[config.mk]
export PLATFORM = sky130hd
export DESIGN_NAME = recur_controller_flat
export DESIGN_NICKNAME = d
export VERILOG_FILES = /design/src/rtl/recur_controller_if.sv /design/src/rtl/recur_controller.sv /design/src/flat_wrapper.sv
export SDC_FILE = /design/constraint.sdc
export NUM_CORES = 1
export LEC_CHECK = 0
export ABC_CLOCK_PERIOD_IN_PS = 2400
export BUFFER_PORTS_ARGS = -buffer_cell sky130_fd_sc_hd__buf_2
export CAP_MARGIN = 20
export CORE_ASPECT_RATIO = 1.4
export CORE_MARGIN = 5
export CORE_UTILIZATION = 55
export DETAILED_ROUTE_END_ITERATION = 8
export MAX_ROUTING_LAYER = met4
export PLACE_DENSITY = 0.81
export SYNTH_ARGS = -nofsm -noshare
export SYNTH_HDL_FRONTEND = slang
export SYNTH_SLANG_ARGS = --single-unit
export TNS_END_PERCENT = 5
[constraint.sdc]
create_clock -name clk -period 2.4 [get_ports clk]
set_clock_uncertainty 0.1 [all_clocks]
set_input_delay 0.36 -clock clk [delete_from_list [all_inputs] [get_ports clk]]
set_output_delay 0.36 -clock clk [all_outputs]
set_load 0.01 [all_outputs]
[src/rtl/recur_controller_if.sv]
//------------------------------------------------------------------------------
// recur_controller_if
//   Bundles the request handshake, the run report and the datapath
//   control/status lines of the recurrence controller.
//
//   Request side : start, entry_in (to controller); ready (from controller)
//   Report side  : valid, error, cycles, entry (from controller)
//   Datapath side: load_init, alu, updater, cal_res, poping, res_updater
//                  (controller strobes); updated, done, backtrack,
//                  cal_update (datapath status)
//
//   Modports:
//     slave  - the controller's view
//     master - the view of whatever drives requests and the datapath status
//------------------------------------------------------------------------------
`timescale 1ns/1ps

interface recur_controller_if #(
  parameter int SIZE  = 4,
  parameter int CNT_W = 16
);
  logic             start;
  logic [SIZE-1:0]  entry_in;
  logic             ready;
  logic             valid;
  logic             error;
  logic [CNT_W-1:0] cycles;
  logic [SIZE-1:0]  entry;

  logic             load_init;
  logic             alu;
  logic             updater;
  logic             cal_res;
  logic             poping;
  logic             res_updater;

  logic             updated;
  logic             done;
  logic             backtrack;
  logic             cal_update;

  modport slave (
    input  start, entry_in, updated, done, backtrack, cal_update,
    output ready, valid, error, cycles, entry,
           load_init, alu, updater, cal_res, poping, res_updater
  );

  modport master (
    output start, entry_in, updated, done, backtrack, cal_update,
    input  ready, valid, error, cycles, entry,
           load_init, alu, updater, cal_res, poping, res_updater
  );
endinterface

[src/rtl/recur_controller.sv]
//------------------------------------------------------------------------------
// recur_controller
//   Sequencing FSM for the recurrence datapath f(n) = 2*f(n-1) + 3*f(n-2),
//   f(0) = f(1) = 1. Accepts a request on start/ready, steps the datapath
//   through init / evaluate / push / calculate / pop until it reports done,
//   then pulses valid and reports the run length in cycles.
//
//   Ports:
//     clk  - rising-edge clock
//     rst  - asynchronous, active-low reset
//     bus  - recur_controller_if.slave (handshake, report, datapath strobes
//            and status)
//
//   Parameters:
//     SIZE    - entry width (matches the datapath)
//     CNT_W   - run-length counter width
//     TIMEOUT - watchdog limit in non-idle cycles
//
//   Optional feature macro: CTRL_TIMEOUT_EN
//     Defined   : watchdog aborts a run to IDLE with error set once the run
//                 has spent TIMEOUT non-idle cycles.
//     Undefined : no watchdog, error tied low, TIMEOUT unused.
//------------------------------------------------------------------------------
`timescale 1ns/1ps

module recur_controller #(
  parameter int SIZE    = 4,
  parameter int CNT_W   = 16,
  parameter int TIMEOUT = 255
) (
  input  logic               clk,
  input  logic               rst,
  recur_controller_if.slave  bus
);

  typedef enum logic [3:0] {
    IDLE,
    INIT,
    EVAL,
    PUSH,
    CALC,
    CHECK,
    POP,
    RESN,
    FIN
  } state_t;

  state_t           r_state;
  state_t           w_next;

  // r_count holds the number of non-idle cycles of the current run,
  // including the cycle in progress (1 in INIT).
  logic [CNT_W-1:0] r_count;
  logic [CNT_W-1:0] w_countInc;
  logic [CNT_W-1:0] r_cycles;
  logic [SIZE-1:0]  r_entry;

  logic             r_ready;
  logic             r_valid;
  logic             r_loadInit;
  logic             r_alu;
  logic             r_updater;
  logic             r_calRes;
  logic             r_poping;
  logic             r_resUpdater;

  // updated and cal_update are informational only and never steer the FSM.
  logic             w_unusedStatus;
  assign w_unusedStatus = bus.updated ^ bus.cal_update;

  // Saturating increment: the counter sticks at all-ones instead of wrapping.
  assign w_countInc = (&r_count) ? r_count : r_count + 1'b1;

`ifdef CTRL_TIMEOUT_EN
  localparam logic [CNT_W-1:0] TIMEOUT_VAL = CNT_W'(TIMEOUT);

  logic r_error;
  logic w_timeout;

  // FIN is excluded so a run that finishes on the limit still reports valid.
  assign w_timeout = (r_state != IDLE) && (r_state != FIN) &&
                     (r_count == TIMEOUT_VAL);
`else
  localparam int unusedTimeout = TIMEOUT;
`endif

  // Next-state selection; the watchdog, when present, overrides the normal
  // transition and drops the run straight back to IDLE.
  always_comb begin
    w_next = r_state;
    case (r_state)
      IDLE:    if (bus.start) w_next = INIT;
      INIT:    w_next = EVAL;
      EVAL: begin
        if (r_entry < SIZE'(2))
          w_next = FIN;
        else if (bus.backtrack)
          w_next = CALC;
        else
          w_next = PUSH;
      end
      PUSH:    w_next = EVAL;
      CALC:    w_next = CHECK;
      CHECK:   w_next = bus.done ? FIN : POP;
      POP:     w_next = RESN;
      RESN:    w_next = EVAL;
      FIN:     w_next = IDLE;
      default: w_next = IDLE;
    endcase
`ifdef CTRL_TIMEOUT_EN
    if (w_timeout) w_next = IDLE;
`endif
  end

  // State, run bookkeeping and registered outputs. Every output is decoded
  // from the state being entered so it is high exactly while that state is
  // current, and never glitches between strobes.
  always_ff @(posedge clk or negedge rst) begin
    if (!rst) begin
      r_state      <= IDLE;
      r_ready      <= 1'b1;
      r_valid      <= 1'b0;
      r_loadInit   <= 1'b0;
      r_alu        <= 1'b0;
      r_updater    <= 1'b0;
      r_calRes     <= 1'b0;
      r_poping     <= 1'b0;
      r_resUpdater <= 1'b0;
      r_count      <= '0;
      r_cycles     <= '0;
      r_entry      <= '0;
    end else begin
      r_state      <= w_next;
      r_ready      <= (w_next == IDLE);
      r_valid      <= (w_next == FIN);
      r_loadInit   <= (w_next == INIT);
      r_alu        <= (w_next == EVAL);
      r_updater    <= (w_next == PUSH);
      r_calRes     <= (w_next == CALC);
      r_poping     <= (w_next == POP);
      r_resUpdater <= (w_next == RESN);

      if (r_state == IDLE) begin
        if (bus.start) begin
          r_entry <= bus.entry_in;
          r_count <= CNT_W'(1);
        end
      end else begin
        r_count <= w_countInc;
      end

      // Publishing on entry to FIN makes cycles readable alongside valid;
      // the incremented value already counts the FIN cycle itself.
      if (w_next == FIN) r_cycles <= w_countInc;
`ifdef CTRL_TIMEOUT_EN
      if (w_timeout) r_cycles <= TIMEOUT_VAL;
`endif
    end
  end

`ifdef CTRL_TIMEOUT_EN
  // Sticky abort flag: raised together with the forced return to IDLE and
  // cleared only by the next accepted request.
  always_ff @(posedge clk or negedge rst) begin
    if (!rst) begin
      r_error <= 1'b0;
    end else if (w_timeout) begin
      r_error <= 1'b1;
    end else if (r_state == IDLE && bus.start) begin
      r_error <= 1'b0;
    end
  end

  assign bus.error = r_error;
`else
  assign bus.error = 1'b0;
`endif

  assign bus.ready       = r_ready;
  assign bus.valid       = r_valid;
  assign bus.cycles      = r_cycles;
  assign bus.entry       = r_entry;
  assign bus.load_init   = r_loadInit;
  assign bus.alu         = r_alu;
  assign bus.updater     = r_updater;
  assign bus.cal_res     = r_calRes;
  assign bus.poping      = r_poping;
  assign bus.res_updater = r_resUpdater;

endmodule

[src/flat_wrapper.sv]
// flat-port wrapper written by rule: the top's interface ports become plain ports
module recur_controller_flat 
#(
  parameter int SIZE    = 4,
  parameter int CNT_W   = 16,
  parameter int TIMEOUT = 255
)
  (clk, rst, bus_start, bus_entry_in, bus_updated, bus_done, bus_backtrack, bus_cal_update, bus_ready, bus_valid, bus_error, bus_cycles, bus_entry, bus_load_init, bus_alu, bus_updater, bus_cal_res, bus_poping, bus_res_updater);
  recur_controller_if #(.SIZE(SIZE), .CNT_W(CNT_W)) bus_i ();
  input  logic clk;
  input  logic rst;
  input wire logic [$bits(bus_i.start)-1:0] bus_start;
  input wire logic [$bits(bus_i.entry_in)-1:0] bus_entry_in;
  input wire logic [$bits(bus_i.updated)-1:0] bus_updated;
  input wire logic [$bits(bus_i.done)-1:0] bus_done;
  input wire logic [$bits(bus_i.backtrack)-1:0] bus_backtrack;
  input wire logic [$bits(bus_i.cal_update)-1:0] bus_cal_update;
  output wire logic [$bits(bus_i.ready)-1:0] bus_ready;
  output wire logic [$bits(bus_i.valid)-1:0] bus_valid;
  output wire logic [$bits(bus_i.error)-1:0] bus_error;
  output wire logic [$bits(bus_i.cycles)-1:0] bus_cycles;
  output wire logic [$bits(bus_i.entry)-1:0] bus_entry;
  output wire logic [$bits(bus_i.load_init)-1:0] bus_load_init;
  output wire logic [$bits(bus_i.alu)-1:0] bus_alu;
  output wire logic [$bits(bus_i.updater)-1:0] bus_updater;
  output wire logic [$bits(bus_i.cal_res)-1:0] bus_cal_res;
  output wire logic [$bits(bus_i.poping)-1:0] bus_poping;
  output wire logic [$bits(bus_i.res_updater)-1:0] bus_res_updater;
  assign bus_i.start = bus_start;
  assign bus_i.entry_in = bus_entry_in;
  assign bus_i.updated = bus_updated;
  assign bus_i.done = bus_done;
  assign bus_i.backtrack = bus_backtrack;
  assign bus_i.cal_update = bus_cal_update;
  assign bus_ready = bus_i.ready;
  assign bus_valid = bus_i.valid;
  assign bus_error = bus_i.error;
  assign bus_cycles = bus_i.cycles;
  assign bus_entry = bus_i.entry;
  assign bus_load_init = bus_i.load_init;
  assign bus_alu = bus_i.alu;
  assign bus_updater = bus_i.updater;
  assign bus_cal_res = bus_i.cal_res;
  assign bus_poping = bus_i.poping;
  assign bus_res_updater = bus_i.res_updater;
  recur_controller #(.SIZE(SIZE), .CNT_W(CNT_W), .TIMEOUT(TIMEOUT)) u_core (.clk(clk), .rst(rst), .bus(bus_i));
endmodule
==> reports/results.tsv, run 1 <==
stage	metric	value	unit
global_routing	GR Util All Layers	18.11	%
worst_setup_path	kind of critical path	reg2reg	
min_path	cell depth of the worst hold path	3	
power	pwr/cell area	1088	nW/um^2
clocking	CTS root buf	clkbuf_8	
layout	Final Util	63.54	%
drt	post-route ant nets	0	
floorplanning	Top Ports	40	
clocking	Clock transition at path regs	0.09	ns
global_routing	vias in the first global route	1699	
timing	max-slew violations	0	
layout	# diodes	0	
clocking	clock latency on the worst-skew pair	0.29	ns
yosys	top cell type's share of synthesized area	50.38	%
min_path	Hold Path Sink	u_core.bus.entry[1]	
run_status	status	completed	
yosys	Compound-Gate Fraction of Synth Area	16.35	%
worst_setup_path	crit-path cells	ha_1 > nand4_1 > nor2_2 > a21oi_2 > nand4_1 > mux2i_1	
yosys	number of synthesized flops with an enable pin	0	
worst_setup_path	r2r endpoint	u_core.r_count[5]	
timing	RSZ-0062 raised after global routing	no	
layout	final std cells w/o fill	311	
worst_setup_path	reg-to-reg slack, setup	0.30	ns
timing	Min Hold Slack	0.1453	ns
layout	Post-layout nets	277	
global_routing	antenna violations before repair	0	
placement	dpl cells	302	
layout	Final Cell Area	2649	um^2
yosys	synthesized area per cell	10.02	um^2
min_path	hold_sp	bus_entry_in[1]	
yosys	Post-Synth Simple-Gate Area	21.44	%
yosys	Syn Inst Count	233	
drt	routed wire length	4519	um
yosys	Mapped Area	2335	um^2
worst_setup_path	slowest stage delay, CP	0.50	ns
layout	ratio of cells with drive above 1 in the final layout	23.68	%
power	Net Sw Frac	37.79	%
yosys	Synth cell types	55	
clocking	postcts setup bufs	0	
yosys	Async SR Flop Fraction	100.0	%
power	maximum VDD drop	500.3	uV
yosys	Synth Area in XOR/XNOR	3.376	%
floorplanning	Placeable Area	4169	um^2
yosys	sequential element share of the synthesized area	51.50	%
clocking	H-tree depth	2	
clocking	Resized Gates After CTS	0	
yosys	Mapped Nets	245	
timing	min Tclk post-route	2.098	ns
yosys	Synth area leader	dfrtp_1	
timing	worst-margin pin slew	0.5855	ns
timing	final hold violations	0	
yosys	Area contributors post-synth	dfrtp_1, nand2_1, a21oi_1, a311oi_1, xnor2_1	
clocking	Clock Sinks	48	
min_path	type of the worst min-delay path	in2reg	
clocking	TritonCTS Buffers	5	
drt	via-per-instance ratio	5.740	
worst_setup_path	crit path DAT	2.17	ns
timing	fin crit share	87.42	%
drt	DRT iter0 DRCs	110	
global_routing	grt ovf	0	
yosys	Primary FF master, synth	dfrtp_1	
global_routing	global-route wire length before repair	7790	um
yosys	largest family of logic cells by synthesized area	simple AND/OR/NAND/NOR gates	
clocking	Clock Tree Buf Depth	2	
power	Psw	1.089	mW
worst_setup_path	WP data required	2.47	ns
floorplanning	Cell Rows	28	
drt	total vias in the final route	1785	
worst_setup_path	critical path's top delay family	simple AND/OR/NAND/NOR gates	
global_routing	largest net degree at the start of global routing	26	
drt	DR WL/cell	14.53	um
worst_setup_path	reg2reg path depth	6	
timing	sum of negative setup slack	0	ns
worst_setup_path	Startpoint Class	flop	
power	sequential power share	44.2	%
worst_setup_path	Critical path buffers and inverters	0	
power	Comb power frac	36.2	%
yosys	register bit total from synthesis	48	
worst_setup_path	critical path's slowest cell	a21oi_2	
worst_setup_path	crit path capture type	flop	
power	leakage power	1.261	nW
worst_setup_path	Worst path most repeated cell	nand4_1	
yosys	mux cell area share after synthesis	2.144	%
power	clock share of power	19.7	%
clocking	CTS tree	yes	
drt	# DRC	0	
worst_setup_path	Reg-to-Reg Start	u_core.r_count[0]	
floorplanning	Die X	65.07	um
placement	routability congestion estimate	0.8736	
drt	DR pass1 iterations	4	
layout	commonest non-fill, non-tap cells in the layout	dfrtp_1, buf_2, nand2_1	
timing	final setup fails	0	
placement	PortBufs	36	
timing	Max-slew headroom	60.96	%
yosys	Adder-Cell Fraction of Synth Area	0.5359	%
layout	commonest non-fill, non-tap cell in the layout	dfrtp_1	
floorplanning	die footprint	5667	um^2
placement	dpl cell area	2527	um^2
placement	Detailed Place HPWL	3310	um
floorplanning	Initial Util	56.00	%
layout	synthesis-to-layout area growth	13.45	%
job	Max Cap Viol	0	
yosys	Synthesis Warnings	0	
timing	fmax	0.4766	GHz
floorplanning	Die Ht	87.09	um
worst_setup_path	peak fanout along the critical path	12	
power	Pint	1.792	mW
[power groups by stage]
stage	clock [mW]	sequential, mW	combinational (mW)
6_report	0.567	1.27	1.04
3_3_place_gp	0	1.28	1.03
3_5_place_dp	0	1.29	1.05
2_1_floorplan	0	1.29	0.721
4_1_cts	0.586	1.27	1.06
5_1_grt	0.619	1.31	1.17
[registers in the layout, indices dropped and copies added, names as in the netlist]
register	cells
u_core.r_state	4
u_core.bus.alu	1
u_core.bus.valid	1
u_core.bus.cycles	16
u_core.bus.load_init	1
u_core.bus.updater	1
u_core.bus.poping	1
u_core.bus.ready	1
u_core.r_count	16
u_core.bus.cal_res	1
u_core.bus.res_updater	1
u_core.bus.entry	4
[through the flow]
step | worst slack (ns) | total power [mW]
global placement | 0.3638 | 2.307
finish | 0.3019 | 2.881
global route | 0.07585 | 3.100
detailed placement | 0.3250 | 2.339
floorplan | 0.5768 | 2.009
CTS | 0.3037 | 2.915
[area by class of cell]
type,count,area (um^2)
fill,357,1520
clock buffer,5,68.82
tap,45,56.30
inverter,7,26.28
timing repair buffer,40,225.2
sequential,48,1202
clock inverter,3,42.54
multi-input combinational,163,1027
[what timing repair did]
item | 4_1_cts | 5_1_grt
endpoints found under the hold margin | 23 | 0
endpoints found under the setup margin | 0 | 0
hold buffers | 1 | 0
[tightest hold or removal path: cells and delay by family]
kind | cells | cell delay [ns]
and+or+nand+nor | 2 | 0.08
buffers and inverters | 1 | 0.07
[per-layer routing]
metal	routed length (um)	track usage, %	part of all wire [%]
met5	0	-	0
met4	78	8.113	1.7
met3	182	3.101	4.0
met2	2243	29.52	50
met1	2015	22.04	45
[worst max path at each step]
stage,from,end,slack (ns),cells past startpoint
2_1_floorplan,u_core.r_count[0],u_core.r_count[14],0.58,6
3_3_place_gp,u_core.r_count[0],u_core.r_count[5],0.36,6
3_5_place_dp,u_core.r_count[0],u_core.r_count[5],0.33,6
4_1_cts,u_core.r_count[0],u_core.r_count[5],0.30,6
5_1_grt,u_core.r_count[0],u_core.r_count[0],0.08,6
6_report,u_core.r_count[0],u_core.r_count[5],0.30,6
[cells in the mapped netlist, types with 2 or more instances]
cell      number
dfrtp_1       47
nand2_1       30
a21oi_1       14
o21ai_1       12
nor2_1        11
buf_2          9
o21ai_0        9
a311oi_1       7
nand3_1        7
xnor2_1        7
a31oi_1        6
and3_1         6
inv_1          5
mux2i_1        5
clkbuf_1       4
a21o_1         3
nand2b_1       3
nand4_1        3
nor3_1         3
nor3b_1        3
inv_2          2
nor4_1         2
nor4_2         2
xor2_1         2
[kinds of logic after synthesis]
logic type / count (synthesis)
AND/OR/NAND/NOR: 86
adder cells (fa/ha/maj): 1
XOR/XNOR: 9
buffers and inverters: 22
AO/OA/AOI/OAI: 61
other: 1
flip-flops: 48
multiplexers: 5
Note: power is estimated with default switching activity, not from simulation.
==> run 2, diff against run 1 <==
--- a/config.mk
+++ b/config.mk
@@ -8,7 +8,7 @@
 export ABC_CLOCK_PERIOD_IN_PS = 2400
 export BUFFER_PORTS_ARGS = -buffer_cell sky130_fd_sc_hd__buf_2
 export CAP_MARGIN = 20
-export CORE_ASPECT_RATIO = 1.4
+export CORE_ASPECT_RATIO = 1.2
 export CORE_MARGIN = 5
 export CORE_UTILIZATION = 55
 export DETAILED_ROUTE_END_ITERATION = 8
==> run 2 against run 1 <==
Core utilization shrank 0.51 points. Die area shrank 0.24%. Cell count grew 3.5%. Via count grew 1.8%. Flip-flop and latch count is the same. Non-clock buffer count is the same. Wire length grew 3.1%. Worst setup slack lost 0.0078 ns. Maximum frequency shrank 0.37%. Total power shrank 2.5%. Worst hold slack gained 0.0062 ns. Global-route usage shrank 0.15 points. Largest cell class unchanged.
==> reports/results.tsv, run 2 (synthesis results as in run 1) <==
stage	metric	value	unit	change
run_status	status	completed		
global_routing	antenna violations before repair	0		unchanged
layout	final std cells w/o fill	322		+3.5%
worst_setup_path	reg-to-reg slack, setup	0.29	ns	about the same
min_path	hold_sp	bus_entry_in[0]		
clocking	H-tree depth	2		unchanged
floorplanning	Die Ht	81.37	um	-6.6%
floorplanning	Top Ports	40		unchanged
clocking	TritonCTS Buffers	5		unchanged
worst_setup_path	reg2reg path depth	6		unchanged
floorplanning	Placeable Area	4197	um^2	+0.66%
power	Total Power	2.807	mW	-2.5%
placement	dpl cells	313		+3.6%
layout	Fillers	367		+2.8%
timing	worst-margin pin slew	0.5605	ns	-0.02503 ns
layout	synthesis-to-layout area growth	13.29	%	
worst_setup_path	crit-path cells	ha_1 > nand4_1 > nor2_2 > nand2_2 > o21ai_1 > mux2i_1		
layout	Post-layout nets	277		unchanged
layout	# diodes	0		unchanged
worst_setup_path	crit path capture type	flop		
timing	fin crit share	87.75	%	+0.32 points
layout	Final Util	63.03	%	-0.51 points
drt	DRT iter0 DRCs	167		+52%
floorplanning	Cell Rows	26		-7.1%
global_routing	largest net degree at the start of global routing	26		unchanged
global_routing	global-route wire length before repair	7962	um	+2.2%
clocking	postcts setup bufs	0		unchanged
job	Max Cap Viol	0		unchanged
clocking	CTS tree	yes		
drt	via-per-instance ratio	5.643		-1.7%
global_routing	grt ovf	0		unchanged
layout	ratio of cells with drive above 1 in the final layout	23.31	%	-0.38 points
worst_setup_path	crit path DAT	2.16	ns	about the same
timing	Max-slew headroom	62.63	%	+1.7 points
worst_setup_path	WP data required	2.45	ns	-0.02 ns
worst_setup_path	Startpoint Class	flop		
drt	DR WL/cell	14.47	um	-0.45%
drt	total vias in the final route	1817		+1.8%
timing	sum of negative setup slack	0	ns	unchanged
min_path	cell depth of the worst hold path	3		unchanged
worst_setup_path	kind of critical path	reg2reg		
timing	min Tclk post-route	2.106	ns	+0.007782 ns
power	pwr/cell area	1061	nW/um^2	-2.4%
global_routing	vias in the first global route	1748		+2.9%
clocking	Clock transition at path regs	0.08	ns	about the same
drt	post-route ant nets	0		unchanged
worst_setup_path	critical path's top delay family	simple AND/OR/NAND/NOR gates		
timing	RSZ-0062 raised after global routing	no		
floorplanning	Die X	69.48	um	+6.8%
min_path	type of the worst min-delay path	in2reg		
placement	PortBufs	36		unchanged
worst_setup_path	slowest stage delay, CP	0.43	ns	-0.07 ns
worst_setup_path	peak fanout along the critical path	9		-3
power	maximum VDD drop	509.0	uV	+1.7%
worst_setup_path	critical path's slowest cell	dfrtp_1		
power	leakage power	1.252	nW	-0.77%
timing	max-slew violations	0		unchanged
global_routing	GR Util All Layers	17.95	%	-0.15 points
floorplanning	die footprint	5653	um^2	-0.24%
clocking	CTS root buf	clkbuf_8		
clocking	clock latency on the worst-skew pair	0.29	ns	about the same
timing	final setup fails	0		unchanged
clocking	hold_buf cts	1		unchanged
floorplanning	Initial Util	55.64	%	-0.37 points
min_path	Hold Path Sink	u_core.bus.entry[0]		
clocking	Clock Tree Buf Depth	2		unchanged
placement	Detailed Place HPWL	3377	um	+2.0%
layout	commonest non-fill, non-tap cells in the layout	dfrtp_1, buf_2, nand2_1		
drt	# DRC	0		unchanged
worst_setup_path	Reg-to-Reg Start	u_core.r_count[0]		
timing	fmax	0.4749	GHz	-0.37%
worst_setup_path	Crit. path cell count	6		unchanged
drt	DR pass1 iterations	5		+1
placement	routability congestion estimate	0.8689		-0.54%
clocking	Clock Sinks	48		unchanged
layout	commonest non-fill, non-tap cell in the layout	dfrtp_1		
clocking	Resized Gates After CTS	0		unchanged
timing	final hold violations	0		unchanged
drt	routed wire length	4658	um	+3.1%
worst_setup_path	Critical path buffers and inverters	0		unchanged
worst_setup_path	r2r endpoint	u_core.r_count[0]		
-- run 2: cell types whose count changed in the layout (fill, tap and decap cells not counted), sizes merged --
cell,previous run,this run
bufinv,1,0
clkbuf,5,7
clkinv,1,0
-- run 2: final cells by class --
type,instances,area [um^2],share of cell area [%]
repair buffers,40,225.2,8.515
well taps,56,70.07,2.649
clock inverters,1,7.507,0.2838
flip-flops and latches,48,1202,45.46
inverters,7,26.28,0.9934
multi-input cells,163,1027,38.84
clock buffers,7,86.33,3.264
-- run 2: worst register-to-register path: cells and delay by family, from the launching register on --
family,cells,cell delay (ns)
AND/OR/NAND/NOR,3,0.82
AO/OA/AOI/OAI,1,0.25
flip-flops,1,0.43
adder cells (fa/ha/maj),1,0.27
multiplexers,1,0.10
-- run 2: worst max-delay path by stage --
stage                      start                 end  slack (ns)
6_report       u_core.r_count[0]   u_core.r_count[0]        0.29
5_1_grt        u_core.r_count[0]   u_core.r_count[5]        0.18
4_1_cts        u_core.r_count[0]   u_core.r_count[5]        0.33
3_5_place_dp   u_core.r_count[0]   u_core.r_count[5]        0.34
3_3_place_gp   u_core.r_count[0]   u_core.r_count[5]        0.38
2_1_floorplan  u_core.r_count[0]  u_core.r_count[14]        0.58
-- run 2: stage by stage --
stage | hold WS, ns | setup slack (ns) | cell area (um^2)
after detailed placement | 0.2800 | 0.3422 | 2541
after global placement | 0.2838 | 0.3770 | 2541
final | 0.1515 | 0.2941 | 2645
after floorplan | -0.03559 | 0.5768 | 2335
after global routing | 0.1412 | 0.1805 | 2645
after CTS | 0.1410 | 0.3255 | 2645
-- run 2: layer usage --
| metal | track usage, % | routed length, um | vias to the layer above |
|---|---|---|---|
| met5 | - | 0 | - |
| met1 | 22.29 | 2102 | 860 |
| li1 | - | - | 904 |
| met4 | 7.227 | 63 | 0 |
| met3 | 3.837 | 216 | 6 |
| met2 | 28.91 | 2275 | 47 |
-- run 2: power by group --
part | switching (mW) | internal [mW] | leakage (nW)
logic | 0.622 | 0.421 | 0.577
clock network | 0.254 | 0.234 | 0.0445
registers | 0.213 | 1.06 | 0.630
